===== src/rtl/regfile_access_ctrl.sv =====
// Write-port arbiter and debug access controller for the 16x32 register file.
// Optional post-reset zeroing sweep is built when RF_INIT_SWEEP_EN is defined.
module regfile_access_ctrl #(
    parameter int DATA_WIDTH   = 32,
    parameter int NUM_REGS     = 16,
    parameter int INDEX_WIDTH  = 4,
    parameter int STARVE_LIMIT = 8
) (
    input  logic                   clk,
    input  logic                   i_rst,
    input  logic                   i_write_en_WB,
    input  logic [INDEX_WIDTH-1:0] i_rd_WB,
    input  logic [DATA_WIDTH-1:0]  i_data_WB,
    input  logic                   i_dbg_req,
    input  logic                   i_dbg_we,
    input  logic [INDEX_WIDTH-1:0] i_dbg_addr,
    input  logic [DATA_WIDTH-1:0]  i_dbg_wdata,
    output logic                   o_dbg_gnt,
    output logic                   o_dbg_rvalid,
    output logic [DATA_WIDTH-1:0]  o_dbg_rdata,
    output logic                   o_rf_we,
    output logic [INDEX_WIDTH-1:0] o_rf_waddr,
    output logic [DATA_WIDTH-1:0]  o_rf_wdata,
    output logic [INDEX_WIDTH-1:0] o_rf_raddr,
    input  logic [DATA_WIDTH-1:0]  i_rf_rdata,
    output logic                   o_stall_ID,
    output logic                   o_init_busy
);

    typedef enum logic {INIT, RUN} state_t;
    localparam int CW = $clog2(STARVE_LIMIT + 1);
    localparam logic [INDEX_WIDTH-1:0] LAST_IDX = INDEX_WIDTH'(NUM_REGS - 1);
    localparam logic [CW-1:0] LIMIT = CW'(STARVE_LIMIT);

    state_t                 state;
    logic [INDEX_WIDTH-1:0] sweep_cnt;
    logic [CW-1:0]          starve_cnt;
    logic                   in_init, dbg_wr, dbg_rd, wr_deferred;

`ifdef RF_INIT_SWEEP_EN
    always_ff @(posedge clk) begin
        if (i_rst) begin
            state     <= INIT;
            sweep_cnt <= '0;
        end else if (state == INIT) begin
            sweep_cnt <= sweep_cnt + 1'b1;
            if (sweep_cnt == LAST_IDX) state <= RUN;
        end
    end
`else
    // No sweep: the register file's own reset clears it, counter stays parked.
    assign state     = RUN;
    assign sweep_cnt = LAST_IDX;
`endif

    assign in_init     = (state == INIT);
    assign o_init_busy = in_init;
    assign o_rf_raddr  = i_dbg_addr;
    assign dbg_wr      = i_dbg_req & i_dbg_we;
    assign dbg_rd      = i_dbg_req & ~i_dbg_we;

    // Core writeback always owns the write port; reads use the separate read port.
    always_comb begin
        o_rf_we    = 1'b0;
        o_rf_waddr = i_rd_WB;
        o_rf_wdata = i_data_WB;
        o_dbg_gnt  = 1'b0;
        if (in_init) begin
            o_rf_we    = 1'b1;
            o_rf_waddr = sweep_cnt;
            o_rf_wdata = '0;
        end else if (i_write_en_WB) begin
            o_rf_we   = |i_rd_WB;
            o_dbg_gnt = dbg_rd;
        end else if (dbg_wr) begin
            o_dbg_gnt  = 1'b1;
            o_rf_we    = |i_dbg_addr;
            o_rf_waddr = i_dbg_addr;
            o_rf_wdata = i_dbg_wdata;
        end else begin
            o_dbg_gnt = dbg_rd;
        end
    end

    assign wr_deferred = ~in_init & dbg_wr & ~o_dbg_gnt;

    always_ff @(posedge clk) begin
        if (i_rst) begin
            starve_cnt   <= '0;
            o_dbg_rvalid <= 1'b0;
            o_dbg_rdata  <= '0;
        end else begin
            if (!wr_deferred)             starve_cnt <= '0;
            else if (starve_cnt < LIMIT) starve_cnt <= starve_cnt + 1'b1;
            o_dbg_rvalid <= o_dbg_gnt & dbg_rd;
            if (o_dbg_gnt & dbg_rd) o_dbg_rdata <= i_rf_rdata;
        end
    end

    assign o_stall_ID = in_init | (starve_cnt >= LIMIT);

endmodule

===== config.mk =====
export PLATFORM = sky130hd
export DESIGN_NAME = regfile_access_ctrl
export DESIGN_NICKNAME = d
export VERILOG_FILES = /design/src/rtl/regfile_access_ctrl.sv
export SDC_FILE = /design/constraint.sdc
export NUM_CORES = 1
export LEC_CHECK = 0
export ABC_CLOCK_PERIOD_IN_PS = 2900
export BUFFER_PORTS_ARGS = -buffer_cell sky130_fd_sc_hd__buf_2
export CAP_MARGIN = 20
export CORE_AREA = 2 2 62 88
export CTS_BUF_LIST = sky130_fd_sc_hd__clkbuf_2
export DETAILED_ROUTE_END_ITERATION = 6
export DIE_AREA = 0 0 64 90
export GPL_ROUTABILITY_DRIVEN = 1
export PLACE_DENSITY = 0.88
export SYNTH_ARGS = -nofsm -noshare
export SYNTH_HDL_FRONTEND = slang
export SYNTH_SLANG_ARGS = --single-unit

===== constraint.sdc =====
create_clock -name clk -period 2.9 [get_ports clk]
set_input_delay 0 -clock clk [delete_from_list [all_inputs] [get_ports clk]]
set_output_delay 0 -clock clk [all_outputs]
set_load 0.1 [all_outputs]

==> run summary <==
The run gives 31 as the site row count. The standard cell with the maximum stage delay on the critical path is nand3b_1. Once detail routing completed, the nets flagged for antenna violations numbered 0.

The maximum root-to-sink buffer count was 2; the number of flops mapped to enable cells by yosys was 0. The first detailed-routing pass ran for 4 iterations. The clock tree synthesis step divided the H-tree into 2 levels.

After clock tree synthesis, the clock-pin slew on the worst setup and hold paths is 200 ps. The final cycle utilization of the critical path is 0.822, and the synthesized area divided by synthesized cell count is 9.23 um2. The number of global-route vias before repair is 2423.

The cell sitting at the root of the clock tree is a clkbuf_2. The later pin in the worst-skew pair is clocked with a latency of 350 ps. STA puts the critical path data required time at 2900 ps.

The tools report the number of clock buffers inserted by TritonCTS as 5. The number of maximum-capacitance constraint violations is 0. The category of the worst setup path capture point was an output pin. The number of different library cells used by synthesis comes to 26. Port buffering added 184 buffers. In this run the worst path has a maximum fanout of 27. Traced cell by cell, the critical path runs through dlygate4sd3_1 -> buf_2 -> nand3b_1 -> buf_12 -> mux2_2 -> buf_2. The commonest register cell after synthesis was dfxtp_1. TritonCTS built the clock tree. At the end of routability-driven placement, the weighted congestion stood at 0.737.

First-pass GRT wire length: 11800 um. The run finished with clean final reports. 0 antenna diodes ended up in the layout. The run gives 1.74 nW as the leakage power.

The worst setup path is launched from an input port. The cell repeated most along the worst path is buf_2. The number of hold-repair buffers added at the cts stage came out at 38. The floorplan die height was 90 um; the total number of yosys warnings was 0. Summed over all failing endpoints, the final setup total negative slack is 0 ps. The run gives 0.395 as the initial standard-cell utilization of the core.

The buffering stage count on the worst path with inverters included came out at 4. Compared with the post-synthesis result, the final layout area differs by 65.6%. Summed over all instances, the cell type with the most area after synthesis is dfxtp_1.

The run gives 0 as the number of buffers added for setup after CTS. The final setup skew is 0.621 ps. The utilization after layout was 0.653. The highest achievable clock rate was 419 MHz; the transition time at the pin with the least slew margin was 780 ps. Area enclosed by the die boundary: 0.00576 mm2. The summed instance area of the synthesized netlist is 0.00197 mm2.

Register bit count reported by yosys: 37. The global route total overflow was 0; the async set-or-reset flop fraction in the synthesized netlist was 0. Relative max-transition margin: 0.479. The tools report the number of antenna violations at the first check in global routing as 0.

Data arrives at the worst endpoint at 2390 ps. Synthesis handed over a netlist of 214 instances. The cell family contributing the most delay on the critical path is buffers and inverters. The count of nets after finishing is 535, and the detail-routed net length per standard cell is 15.7 um. The total area inside the core boundary comes to 0.00500 mm2. The path type of the worst min-delay path was input port to flop. For this block, the initial DRC count from the detailed router was 91. The logs give 0.375 for the sequential-to-total area share from yosys stat and 35 for the pin count of the biggest net entering global routing. The die width is 64 um. The setup violation total in the final timing report is 0, and the cell area power density is 474 mW/mm2.

The number of remaining DRC errors was 0; the number of ports placed on the die boundary was 186. The run gives 437 uV as the worst IR drop on VDD. Setup repair after global routing left no endpoint under its margin. CTS saw 37 sinks. Detailed routing inserted a total of 2370 vias. In the post-synthesis netlist, the biggest area contributors are dfxtp_1, mux2_4, nand2_1. The run gives 5360 um as the HPWL after detailed placement.

The peak per-stage delay on the critical path was 600 ps; the worst hold slack was 127 ps. After layout, the minimum clock period comes to 2390 ps. Global-route total usage across every layer: 0.264. The run gives 0 as the number of cells upsized or downsized after cts. Net count of the mapped netlist: 325. The fraction of post-synthesis cell area in the top cell type by area is 0.375, and the detailed-route vias per instance is 4.83. The fraction of layout instances using a drive strength above 1 came out at 0.541. For this block, the routed nets add up to 7710 um of wire. The type of the worst setup path was input port to output pin.

The number of hold violations in the final report is 0, and the total count of max-transition violations in the final report is 0.
## through the flow
stage | instance area, um2 | cells | power [W] | setup slack [ps]
3_5_place_dp | 2850 | 445 | 0.00128 | 1090
4_1_cts | 3270 | 491 | 0.00156 | 511
5_1_grt | 3270 | 491 | 0.00161 | 430
3_3_place_gp | 2850 | 445 | 0.00128 | 1120
2_1_floorplan | 1970 | 214 | 0.00114 | 323
6_report | 3270 | 491 | 0.00155 | 515
## cell families (layout without fill, tap and decap cells)
logic type               after synthesis  count (layout)  share of synthesized area
adder cells (fa/ha/maj)                2               2                     0.0127
AO/OA/AOI/OAI                         36              36                     0.0951
other                                  1               1                    0.00190
flip-flops                            37              37                      0.375
multiplexers                          37              37                      0.266
buffers and inverters                 24             235                     0.0887
XOR/XNOR                               2               2                    0.00887
AND/OR/NAND/NOR                       75              75                      0.152
## synthesized netlist by cell type, types with 2 or more instances
cell      number
nand2_1       64
dfxtp_1       37
a21oi_1       32
mux2_4        29
buf_2          8
mux2_2         7
buf_4          5
clkbuf_1       5
nor2_1         5
buf_12         3
ha_1           2
inv_1          2
nor2b_1        2
## sequential cells by signal (all words and copies together), names as in the netlist
| name | flops |
|---|---|
| o_dbg_rvalid | 1 |
| starve_cnt | 4 |
| o_dbg_rdata | 32 |
## where the power goes
| group | switching [W] | leakage, nW | internal (W) |
|---|---|---|---|
| registers | 0.0000109 | 0.302 | 0.000530 |
| clock network | 0.000175 | 0.0284 | 0.0000575 |
| logic | 0.000585 | 1.41 | 0.000191 |
## cells in the final DEF, fill, tap and decap left out, drive strengths merged
cell,netlist,routed
o21ai,1,1
nand3b,1,1
mux2,36,36
inv,2,3
nor2b,2,2
dlygate4sd3,0,38
xnor2,1,1
nor4,1,1
a31oi,1,1
nor2,5,5
clkbuf,5,5
a21oi,32,32
ha,2,2
xor2,1,1
nand2b,1,1
conb,1,1
mux2i,1,1
nand2,64,64
o41ai,1,1
nand4b,1,1
buf,17,187
a21boi,1,1
dfxtp,37,37
clkinv,0,2
## worst paths after layout
kind                                 from                            to  slack (ps)  cells after the start
max                         i_write_en_WB                 o_rf_waddr[3]         510                      6
min                                 i_rst  o_dbg_rdata[27]$_SDFFE_PP0P_         130                      2
max reg2reg    starve_cnt[0]$_SDFFE_PP0N_    starve_cnt[1]$_SDFFE_PP0N_        1840                      4
min reg2reg  o_dbg_rdata[29]$_SDFFE_PP0P_  o_dbg_rdata[29]$_SDFFE_PP0P_         470                      2
## area by class of cell
class	instances	area, um2
fill	370	1730
timing repair buffer	225	1340
multi-input combinational	153	1060
sequential	37	741
tap	66	82.6
clock buffer	5	25.0
clock inverter	3	16.3
inverter	2	7.51
## metal layers
layer  track usage  vias to the layer above  part of all wire
met4        0.0652                        0             0.011
met3        0.0864                        7              0.12
met2         0.442                      148              0.47
met1         0.323                     1092              0.40
li1              -                     1123                 -
met5             0                        -                 0
Power figures use the tool's default switching activity.
